==> config.mk <==
export PLATFORM = sky130hd
export DESIGN_NAME = swap_pair_pipe
export DESIGN_NICKNAME = d
export VERILOG_FILES = /design/src/rtl/swap_pkg.sv /design/src/rtl/cmp_exchange.sv /design/src/rtl/swap_pair_pipe.sv
export SDC_FILE = /design/constraint.sdc
export NUM_CORES = 1
export LEC_CHECK = 0
export BUFFER_PORTS_ARGS = -buffer_cell sky130_fd_sc_hd__buf_4
export CORE_ASPECT_RATIO = 1.75
export CORE_UTILIZATION = 24
export DETAILED_ROUTE_END_ITERATION = 10
export PLACE_DENSITY = 0.42
export SLEW_MARGIN = 25
export SYNTH_ARGS = -nofsm -noshare
export SYNTH_HDL_FRONTEND = slang
export SYNTH_HIERARCHICAL = 1
export SYNTH_SLANG_ARGS = --single-unit
==> constraint.sdc <==
create_clock -name clk -period 3.8 [get_ports clk]
set_clock_uncertainty 0.2 [all_clocks]
set_input_delay 0.76 -clock clk [delete_from_list [all_inputs] [get_ports clk]]
set_output_delay 0.76 -clock clk [all_outputs]
set_load 0.02 [all_outputs]
==> src/rtl/swap_pkg.sv <==
// Shared types and defaults for the swap_pair_pipe pair-exchange stage.
//   mode_e  : exchange mode carried with each pair
//   pair_t  : operand pair {a, b} at the default operand width
//   WIDTH_DEF / CNT_W_DEF : default operand and exchange-counter widths
package swap_pkg;

   localparam int WIDTH_DEF = 8;
   localparam int CNT_W_DEF = 16;

   typedef enum logic [1:0] {
      MODE_PASS = 2'b00,   // emit unchanged
      MODE_SWAP = 2'b01,   // always exchange
      MODE_ASC  = 2'b10,   // order so that a <= b
      MODE_DESC = 2'b11    // order so that a >= b
   } mode_e;

   typedef struct packed {
      logic [WIDTH_DEF-1:0] a;
      logic [WIDTH_DEF-1:0] b;
   } pair_t;

endpackage

==> src/rtl/cmp_exchange.sv <==
// Combinational compare-and-exchange for one operand pair.
//   a_i, b_i   : operands (unsigned)
//   mode_i     : exchange mode
//   a_o, b_o   : operands after the optional exchange
//   swapped_o  : 1 when the operands were exchanged
module cmp_exchange
   import swap_pkg::*;
#(
   parameter int WIDTH = WIDTH_DEF
) (
   input  logic [WIDTH-1:0] a_i,
   input  logic [WIDTH-1:0] b_i,
   input  mode_e            mode_i,
   output logic [WIDTH-1:0] a_o,
   output logic [WIDTH-1:0] b_o,
   output logic             swapped_o
);

   logic do_swap;

   // Equal operands never count as an exchange in the ordering modes,
   // hence the strict comparisons.
   always_comb begin
      do_swap = 1'b0;
      case (mode_i)
         MODE_PASS: do_swap = 1'b0;
         MODE_SWAP: do_swap = 1'b1;
         MODE_ASC:  do_swap = (a_i > b_i);
         MODE_DESC: do_swap = (a_i < b_i);
         default:   do_swap = 1'b0;
      endcase
   end

   assign a_o       = do_swap ? b_i : a_i;
   assign b_o       = do_swap ? a_i : b_i;
   assign swapped_o = do_swap;

endmodule

==> src/rtl/swap_pair_pipe.sv <==
// Two-stage valid/ready pair-exchange pipeline.
//   clk, rst_n          : clock, synchronous active-low reset
//   in_valid / in_ready : upstream handshake; in_ready is combinational from out_ready
//   in_a, in_b, in_mode : operand pair and its exchange mode
//   out_valid/out_ready : downstream handshake
//   out_a, out_b        : exchanged pair, driven from stage S2
//   out_swapped         : 1 when the emitted pair was exchanged
//   swap_count          : saturating count of exchanged pairs transferred out
//   clear_count         : synchronous clear of swap_count, wins over an increment
module swap_pair_pipe
   import swap_pkg::*;
#(
   parameter int WIDTH = WIDTH_DEF,
   parameter int CNT_W = CNT_W_DEF
) (
   input  logic             clk,
   input  logic             rst_n,
   input  logic             in_valid,
   output logic             in_ready,
   input  logic [WIDTH-1:0] in_a,
   input  logic [WIDTH-1:0] in_b,
   input  logic [1:0]       in_mode,
   output logic             out_valid,
   input  logic             out_ready,
   output logic [WIDTH-1:0] out_a,
   output logic [WIDTH-1:0] out_b,
   output logic             out_swapped,
   output logic [CNT_W-1:0] swap_count,
   input  logic             clear_count
);

   typedef struct packed {
      logic             valid;
      mode_e            mode;
      logic [WIDTH-1:0] a;
      logic [WIDTH-1:0] b;
   } s1_t;

   typedef struct packed {
      logic             valid;
      logic             swapped;
      logic [WIDTH-1:0] a;
      logic [WIDTH-1:0] b;
   } s2_t;

   s1_t              s1_q, s1_d;
   s2_t              s2_q, s2_d;
   logic [CNT_W-1:0] cnt_q, cnt_d;

   logic             adv;
   logic [WIDTH-1:0] x_a, x_b;
   logic             x_swapped;

   // One global advance: the whole pipe moves or the whole pipe holds.
   // Without a skid buffer, in_ready has to follow out_ready combinationally.
   assign adv      = !s2_q.valid || out_ready;
   assign in_ready = adv;

   cmp_exchange #(.WIDTH(WIDTH)) u_cmp_exchange (
      .a_i       (s1_q.a),
      .b_i       (s1_q.b),
      .mode_i    (s1_q.mode),
      .a_o       (x_a),
      .b_o       (x_b),
      .swapped_o (x_swapped)
   );

   always_comb begin
      // NOTE: every variable gets its hold value first, so no path through
      // the block leaves it unassigned and no latch is inferred.
      s1_d = s1_q;
      s2_d = s2_q;
      if (adv) begin
         // Bubbles propagate too; data is only captured with a real pair,
         // which also pins the mode to the pair it arrived with.
         s1_d.valid = in_valid;
         if (in_valid) begin
            s1_d.a    = in_a;
            s1_d.b    = in_b;
            s1_d.mode = mode_e'(in_mode);
         end
         s2_d.valid   = s1_q.valid;
         s2_d.a       = x_a;
         s2_d.b       = x_b;
         s2_d.swapped = x_swapped;
      end
   end

   always_comb begin
      cnt_d = cnt_q;
      if (clear_count) begin
         cnt_d = '0;
      end else if (s2_q.valid && out_ready && s2_q.swapped && (cnt_q != '1)) begin
         cnt_d = cnt_q + CNT_W'(1);
      end
   end

   // NOTE: sequential state uses non-blocking assignments so every register
   // samples the pre-edge value of the others, independent of statement order.
   always_ff @(posedge clk) begin
      if (!rst_n) begin
         s1_q  <= '0;
         s2_q  <= '0;
         cnt_q <= '0;
      end else begin
         s1_q  <= s1_d;
         s2_q  <= s2_d;
         cnt_q <= cnt_d;
      end
   end

   assign out_valid   = s2_q.valid;
   assign out_a       = s2_q.a;
   assign out_b       = s2_q.b;
   assign out_swapped = s2_q.swapped;
   assign swap_count  = cnt_q;

endmodule

==> results of run 1 <==
[layout by cell type, fill, tap and decap left out, types with 2 or more instances in the layout]
cell type and count:
sky130_fd_sc_hd__nand4_1 16, sky130_fd_sc_hd__nor2b_1 2, sky130_fd_sc_hd__a21boi_0 36, sky130_fd_sc_hd__a211oi_1 2
sky130_fd_sc_hd__ha_1 9, sky130_fd_sc_hd__nand2_1 112, sky130_fd_sc_hd__o21ai_2 2, sky130_fd_sc_hd__and2_1 2
sky130_fd_sc_hd__or3_4 2, sky130_fd_sc_hd__nor3_1 3, sky130_fd_sc_hd__a21oi_1 9, sky130_fd_sc_hd__nor2_1 13
sky130_fd_sc_hd__a22o_1 16, sky130_fd_sc_hd__o311ai_0 2, sky130_fd_sc_hd__inv_1 19, sky130_fd_sc_hd__clkinv_4 2
sky130_fd_sc_hd__xnor2_1 7, sky130_fd_sc_hd__nand3_1 9, sky130_fd_sc_hd__clkbuf_16 5, sky130_fd_sc_hd__dfxtp_1 53
sky130_fd_sc_hd__or3_1 5, sky130_fd_sc_hd__o311ai_1 14, sky130_fd_sc_hd__or2_2 2, sky130_fd_sc_hd__o21ai_0 5
sky130_fd_sc_hd__buf_4 61
[routing by layer]
layer	GRT usage [%]	share of wire [%]	up-vias
li1	-	-	1442
met1	15.0	39	1346
met2	26.2	55	60
met3	1.46	2.8	12
met4	7.54	3.9	0
met5	0	0	-
[sequential cells by signal, summed over array words and instances, names as in the netlist]
name / flops
out_swapped: 1
out_valid: 1
s1_q: 19
out_b: 8
out_a: 8
swap_count: 16
[through the flow]
stage          util (%)  cell area, um2  total power, mW  std cells
2_1_floorplan         -            3070            0.755        387
3_3_place_gp       29.0            3600            0.827        591
3_5_place_dp       29.0            3600            0.828        591
4_1_cts            30.2            3750             1.30        599
5_1_grt            30.2            3750             1.34        599
6_report           30.2            3750             1.27        599
[cell type report]
cell class / count / area share, %
flip-flops and latches: 53 / 28.3
repair buffers: 61 / 12.2
multi-input cells: 290 / 48.1
clock inverters: 3 / 0.600
clock buffers: 5 / 3.33
inverters: 19 / 1.90
well taps: 168 / 5.60
[tightest hold or removal path, cell delays in order (launching register included)]
cell and delay, ns:
sky130_fd_sc_hd__dfxtp_1 0.31, sky130_fd_sc_hd__nand2_1 0.05, sky130_fd_sc_hd__a21boi_0 0.06
[where the power goes]
part           total, mW  switching [mW]  internal, mW
Sequential         0.603          0.0251         0.578
Combinational      0.208           0.125        0.0835
Clock              0.458           0.213         0.246
Total               1.27           0.362         0.907
[logic make-up after synthesis]
family	count (synthesis)	synth area share, %
XOR/XNOR	8	2.29
flip-flops	53	34.6
adder cells (fa/ha/maj)	9	3.67
AO/OA/AOI/OAI	96	25.3
multiplexers	2	0.694
AND/OR/NAND/NOR	175	26.9
buffers and inverters	44	6.53
[final timing paths]
kind / cells after the start / to / start / slack, ns
min: 2 / out_a[6] / out_a[6] / 0.26
max reg2reg: 10 / out_b[5] / s1_q[6] / 1.10
max: 10 / out_b[5] / s1_q[6] / 1.10
min reg2reg: 2 / out_a[6] / out_a[6] / 0.26
==> parameters.txt, run 1 <==
Parameter                              Value

Outcome
  Status    complete, no violations

Timing
  Hold violation total from the final report    0
  Unrepaired setup endpoints after global routing    false
  Least-Margin Pin Slew    ~0.65 ns
  Worst Setup Slack, final    approximately 1.1 ns
  Setup-violating endpoint count in the final report    0
  Setup TNS    0 ns
  Clock period minus final worst setup slack    between 2 and 3 ns
  Min Hold Slack    0.262 ns
  Max Transition Viols Final    0
  Fin crit share    a little under three quarters
  Maximum clock frequency    0.371 GHz
  Worst slew margin relative to its limit    approximately 57%

Synthesis
  Dominant synthesized flop cell    sky130_fd_sc_hd__dfxtp_1
  Sequential share of the synthesized area    around a third
  Cell accounting for the most synthesized area    sky130_fd_sc_hd__dfxtp_1
  Most common cell in the netlist    sky130_fd_sc_hd__nand2_1
  Syn Std Cell Area    3070 um2
  Syn_nets    419
  Synth area leaders    sky130_fd_sc_hd__dfxtp_1, sky130_fd_sc_hd__nand2_1, sky130_fd_sc_hd__a21boi_0
  Avg Cell Area, Syn    7.92 um2
  Area share of the leading cell type in the synthesized netlist    between 30% and 40%
  Post-synthesis register bit count    53
  Synth cell count leaders    sky130_fd_sc_hd__nand2_1, sky130_fd_sc_hd__dfxtp_1, sky130_fd_sc_hd__a21boi_0
  Synthesized netlist cell count    ~390
  Total of warnings raised by yosys    6
  Count of cell types in the netlist    ~50
  Synth async-reset ratio    0%
  Post-synth EDFFs    0

Clocking
  Clock sink count    53
  Post-CTS Setup Bufs    0
  Clock network latency to the later pin of the worst-skew pair    around 0.30 ns
  CTS resizes    0
  Hold-fix buffer count after cts    0
  Clock transition at the registers of the reported paths    about 0.070 ns
  Number of levels the H-tree was split into    2
  Total clock buffers created by CTS    5
  Longest Clk Path Bufs    2
  Clk root buf    sky130_fd_sc_hd__clkbuf_16
  CTS tree    yes

Critical path
  Nature of the critical path startpoint    flop
  Worst-path fanout max    18
  Slowest Stage Delay on Critical Path    about 0.45 ns
  Kind of end point of the critical path    flop
  Slowest library cell on the worst path    sky130_fd_sc_hd__dfxtp_1
  Worst Setup Path Type    reg -> reg
  Worst path cell trace    inv_1 -> ha_1 -> nand2_1 -> o21ai_0 -> nand2_1 -> buf_4 -> a22o_1 -> o311ai_1 -> nand2_1 -> a21boi_0
  Top cell by count, worst path    sky130_fd_sc_hd__nand2_1
  Data arrival at the endpoint of the critical path    2.72 ns
  Crit-path leading delay family    compound AO/OA/AOI/OAI gates
  Crit path required time    around 3.8 ns
  Number of buffers and inverters on the critical path    2

Cells and area
  Combined flip-flop and latch cell area    approximately 1100 um2
  Area grow syn2layout    22.4%
  Area taken by multi-input logic gates    between 1500 and 2000 um2
  Number of nets at the end of the flow    around 460
  Layout fillers    ~1400
  Share of layout cells above drive strength 1    just over 20%
  Number of diodes    0

Floorplanning
  DIE AREA    13200 um2
  Core area    ~12000 um2
  Chip Height    about 150 um
  Number of standard-cell rows in the floorplan    54
  Die Span X    between 80 and 90 um
  Boundary pin count    58
  Initial core utilization    roughly a quarter

Drt
  Via-to-Cell Ratio    4.77
  Wirelength, routed    8800 um
  Post-route ant nets    0
  First-pass iteration count of the detailed router    4
  Mean routed wirelength per cell    between 10 and 15 um
  Starting DRC count in detailed routing    70
  DR vias    ~2900
  DRC    0

Power
  Worst voltage drop across the vdd grid    between 150 and 200 uV
  Lkg Pwr    1.36 nW
  Cell Pwr Density    about 340 nW/um2

Place
  Routability cong.    between 0.7 and 0.8
  Placement-stage worst setup slack    around 0.93 ns
  Port bufs    57
  Half-perimeter wire length of the detailed placement result    6750 um

GRT
  First-pass GRT wire length    14000 um
  Gr ovfl total    0
  Number of global-route vias before repair    around 2700
  Maximum number of pins on one net before global-route repair    40
  GRT Overall Usage    between 10% and 20%
  Antenna violations before repair    0

Run
  Number of maximum-capacitance constraint violations    0

Hold path
  Min-delay worst type    reg -> reg
(Power assumes the default switching activity.)
==> run 2: changes to the inputs <==
--- a/config.mk
+++ b/config.mk
@@ -9,7 +9,7 @@
 export CORE_ASPECT_RATIO = 1.75
 export CORE_UTILIZATION = 24
 export DETAILED_ROUTE_END_ITERATION = 10
-export PLACE_DENSITY = 0.42
+export PLACE_DENSITY = 0.43
 export SLEW_MARGIN = 25
 export SYNTH_ARGS = -nofsm -noshare
 export SYNTH_HDL_FRONTEND = slang
==> constraint.sdc (replaced) <==
create_clock -name clk -period 2.4 [get_ports clk]
set_clock_uncertainty 0.2 [all_clocks]
set_input_delay 0.48 -clock clk [delete_from_list [all_inputs] [get_ports clk]]
set_output_delay 0.48 -clock clk [all_outputs]
set_load 0.02 [all_outputs]
==> parameters.txt, run 2 (synthesized netlist as in run 1, its figures left out) <==
Parameter                              Value

Critical path
  Slowest library cell on the worst path    sky130_fd_sc_hd__dfxtp_1
  Data arrival at the endpoint of the critical path    between 2 and 2.5 ns
  Endpoint of the worst register-to-register path    out_b[3]
  Nature of the critical path startpoint    flop
  Beginning of the critical path    s1_q[7]
  Kind of end point of the critical path    flop
  Worst reg2reg setup slack    about 0.10 ns
  Last element of the critical path    out_b[3]
  Slowest Stage Delay on Critical Path    around 0.33 ns
  Worst path cell trace    inv_1 -> ha_4 -> and4_4 -> nand2_2 -> a21o_4 -> buf_4 -> a22o_1 -> o311ai_1 -> nand2_1 -> a21boi_0
  Crit-path leading delay family    compound AO/OA/AOI/OAI gates
  Number of cell instances on the worst register-to-register path    10
  Worst Setup Path Type    reg -> reg
  Crit path required time    2.42 ns
  Number of buffers and inverters on the critical path    2
  Reg-to-Reg Start    s1_q[7]
  Worst-path fanout max    5
  Stages on the worst setup path    10

Cells and area
  Number of nets at the end of the flow    between 400 and 500
  Share of layout cells above drive strength 1    approximately 26%
  Core Util, Final    about 32%
  Reg with most FFs    s1_q
  Max FFs per register    19
  Finished layout cell area    ~4000 um2
  Area grow syn2layout    30.7%
  Final standard cell count with taps included and fillers excluded    between 600 and 700
  Top library cells by usage in the layout, fill and taps aside    sky130_fd_sc_hd__nand2_1, sky130_fd_sc_hd__buf_4, sky130_fd_sc_hd__dfxtp_1
  Most common cell after layout, fill and taps aside    sky130_fd_sc_hd__nand2_1
  Number of diodes    0

Power
  Internal power component    1.47 mW
  Sequential share of power    45.4%
  Cell Pwr Density    516 nW/um2
  Switching power total    a little under 0.6 mW
  Clock network power share    34.9%
  Switching share of power    28.7%
  Final total power    approximately 2.1 mW
  Worst voltage drop across the vdd grid    230 uV
  Part of the total power dissipated in combinational logic    approximately a fifth
  Lkg Pwr    1.51 nW

Floorplanning
  Die Span X    about 87 um
  Core area    between 10000 and 15000 um2
  Boundary pin count    between 50 and 60
  Initial core utilization    24.7%
  DIE AREA    between 10000 and 15000 um2
  Number of standard-cell rows in the floorplan    54
  Chip Height    152 um

GRT
  Number of global-route vias before repair    approximately 2800
  GR peak layer    met2
  Gr ovfl total    0
  First-pass GRT wire length    between 10000 and 15000 um
  GRT Overall Usage    between 10% and 20%
  Maximum number of pins on one net before global-route repair    38
  Met2 usage    28.9%
  Antenna violations before repair    0
  Routing usage on met3    1.73%
  Met1 layer usage reported by global route    14.6%

Timing
  Clock period minus final worst setup slack    2.30 ns
  Setup TNS    0 ns
  Max Transition Viols Final    0
  Fin crit share    a little over nine tenths
  Maximum clock frequency    0.435 GHz
  Unrepaired setup endpoints after global routing    false
  Hold violation total from the final report    0
  Least-Margin Pin Slew    roughly 0.67 ns
  Setup-violating endpoint count in the final report    0
  Worst slew margin relative to its limit    a little under three fifths

Clocking
  Clk root buf    sky130_fd_sc_hd__clkbuf_16
  Longest Clk Path Bufs    2
  Clock network latency to the later pin of the worst-skew pair    about 0.3 ns
  Number of levels the H-tree was split into    2
  CTS tree    yes
  Clock sink count    53
  Total clock buffers created by CTS    5
  Clock transition at the registers of the reported paths    0.07 ns

Drt
  DR vias    2965
  First-pass iteration count of the detailed router    4
  Wirelength, routed    9440 um
  Starting DRC count in detailed routing    143
  Post-route ant nets    0
  Mean routed wirelength per cell    between 15 and 20 um
  DRC    0
  Via-to-Cell Ratio    ~4.7

Place
  Placed Area    ~3800 um2
  Routability cong.    around 0.78
  Port bufs    between 50 and 60
  Half-perimeter wire length of the detailed placement result    approximately 7300 um
  # placed instances    between 600 and 700

Outcome
  Status    complete, no violations

Hold path
  Startpoint of the tightest hold check path    in_mode[1]
  Min-delay worst type    in -> reg

Run
  Number of maximum-capacitance constraint violations    0
-- run 2: stage by stage --
stage               worst slack, ns  hold WS (ns)
finish                       0.0995         0.237
global route                0.00434         0.241
CTS                          0.0331         0.229
detailed placement           0.0476         0.258
global placement             0.0882         0.251
floorplan                     0.238         0.241
-- run 2: layout make-up --
type / count / area, um2
Fill cell: 1380 / 8430
Multi-Input combinational cell: 291 / 1830
Sequential cell: 53 / 1060
Timing Repair Buffer: 89 / 693
Tap cell: 168 / 210
Clock buffer: 5 / 125
Inverter: 19 / 71.3
Clock inverter: 3 / 17.5
-- run 2: routing by layer --
metal	up-vias	wire (um)	share of wire, %
met5	-	0	0
li1	1499	-	-
met3	12	310	3.3
met2	69	5370	57
met4	0	298	3.2
met1	1385	3460	37
-- run 2: worst min path at each step --
stage | endpoint | slack [ns] | cells after the start
after floorplan | out_valid | 0.24 | 1
after global placement | out_a[2] | 0.25 | 2
after detailed placement | s1_q[18] | 0.26 | 2
after CTS | s1_q[15] | 0.23 | 3
after global routing | s1_q[17] | 0.24 | 3
final | s1_q[17] | 0.24 | 3
-- run 2: power groups by stage --
stage / registers [mW] / clock network (mW) / logic, mW
after CTS: 0.939 / 0.761 / 0.402
after global placement: 0.959 / 0 / 0.396
after floorplan: 0.982 / 0 / 0.213
after detailed placement: 0.959 / 0 / 0.401
final: 0.939 / 0.721 / 0.407
after global routing: 0.943 / 0.788 / 0.446
-- run 2: repair_timing --
item	in CTS	in global routing
hold buffers	0	0
gates resized for setup	0	5
setup buffers	0	4
setup endpoints to repair	0	14
-- run 2: worst min-delay path: stages --
cell	delay, ns
sky130_fd_sc_hd__buf_4	0.11
sky130_fd_sc_hd__nand2_1	0.04
sky130_fd_sc_hd__a21boi_0	0.06
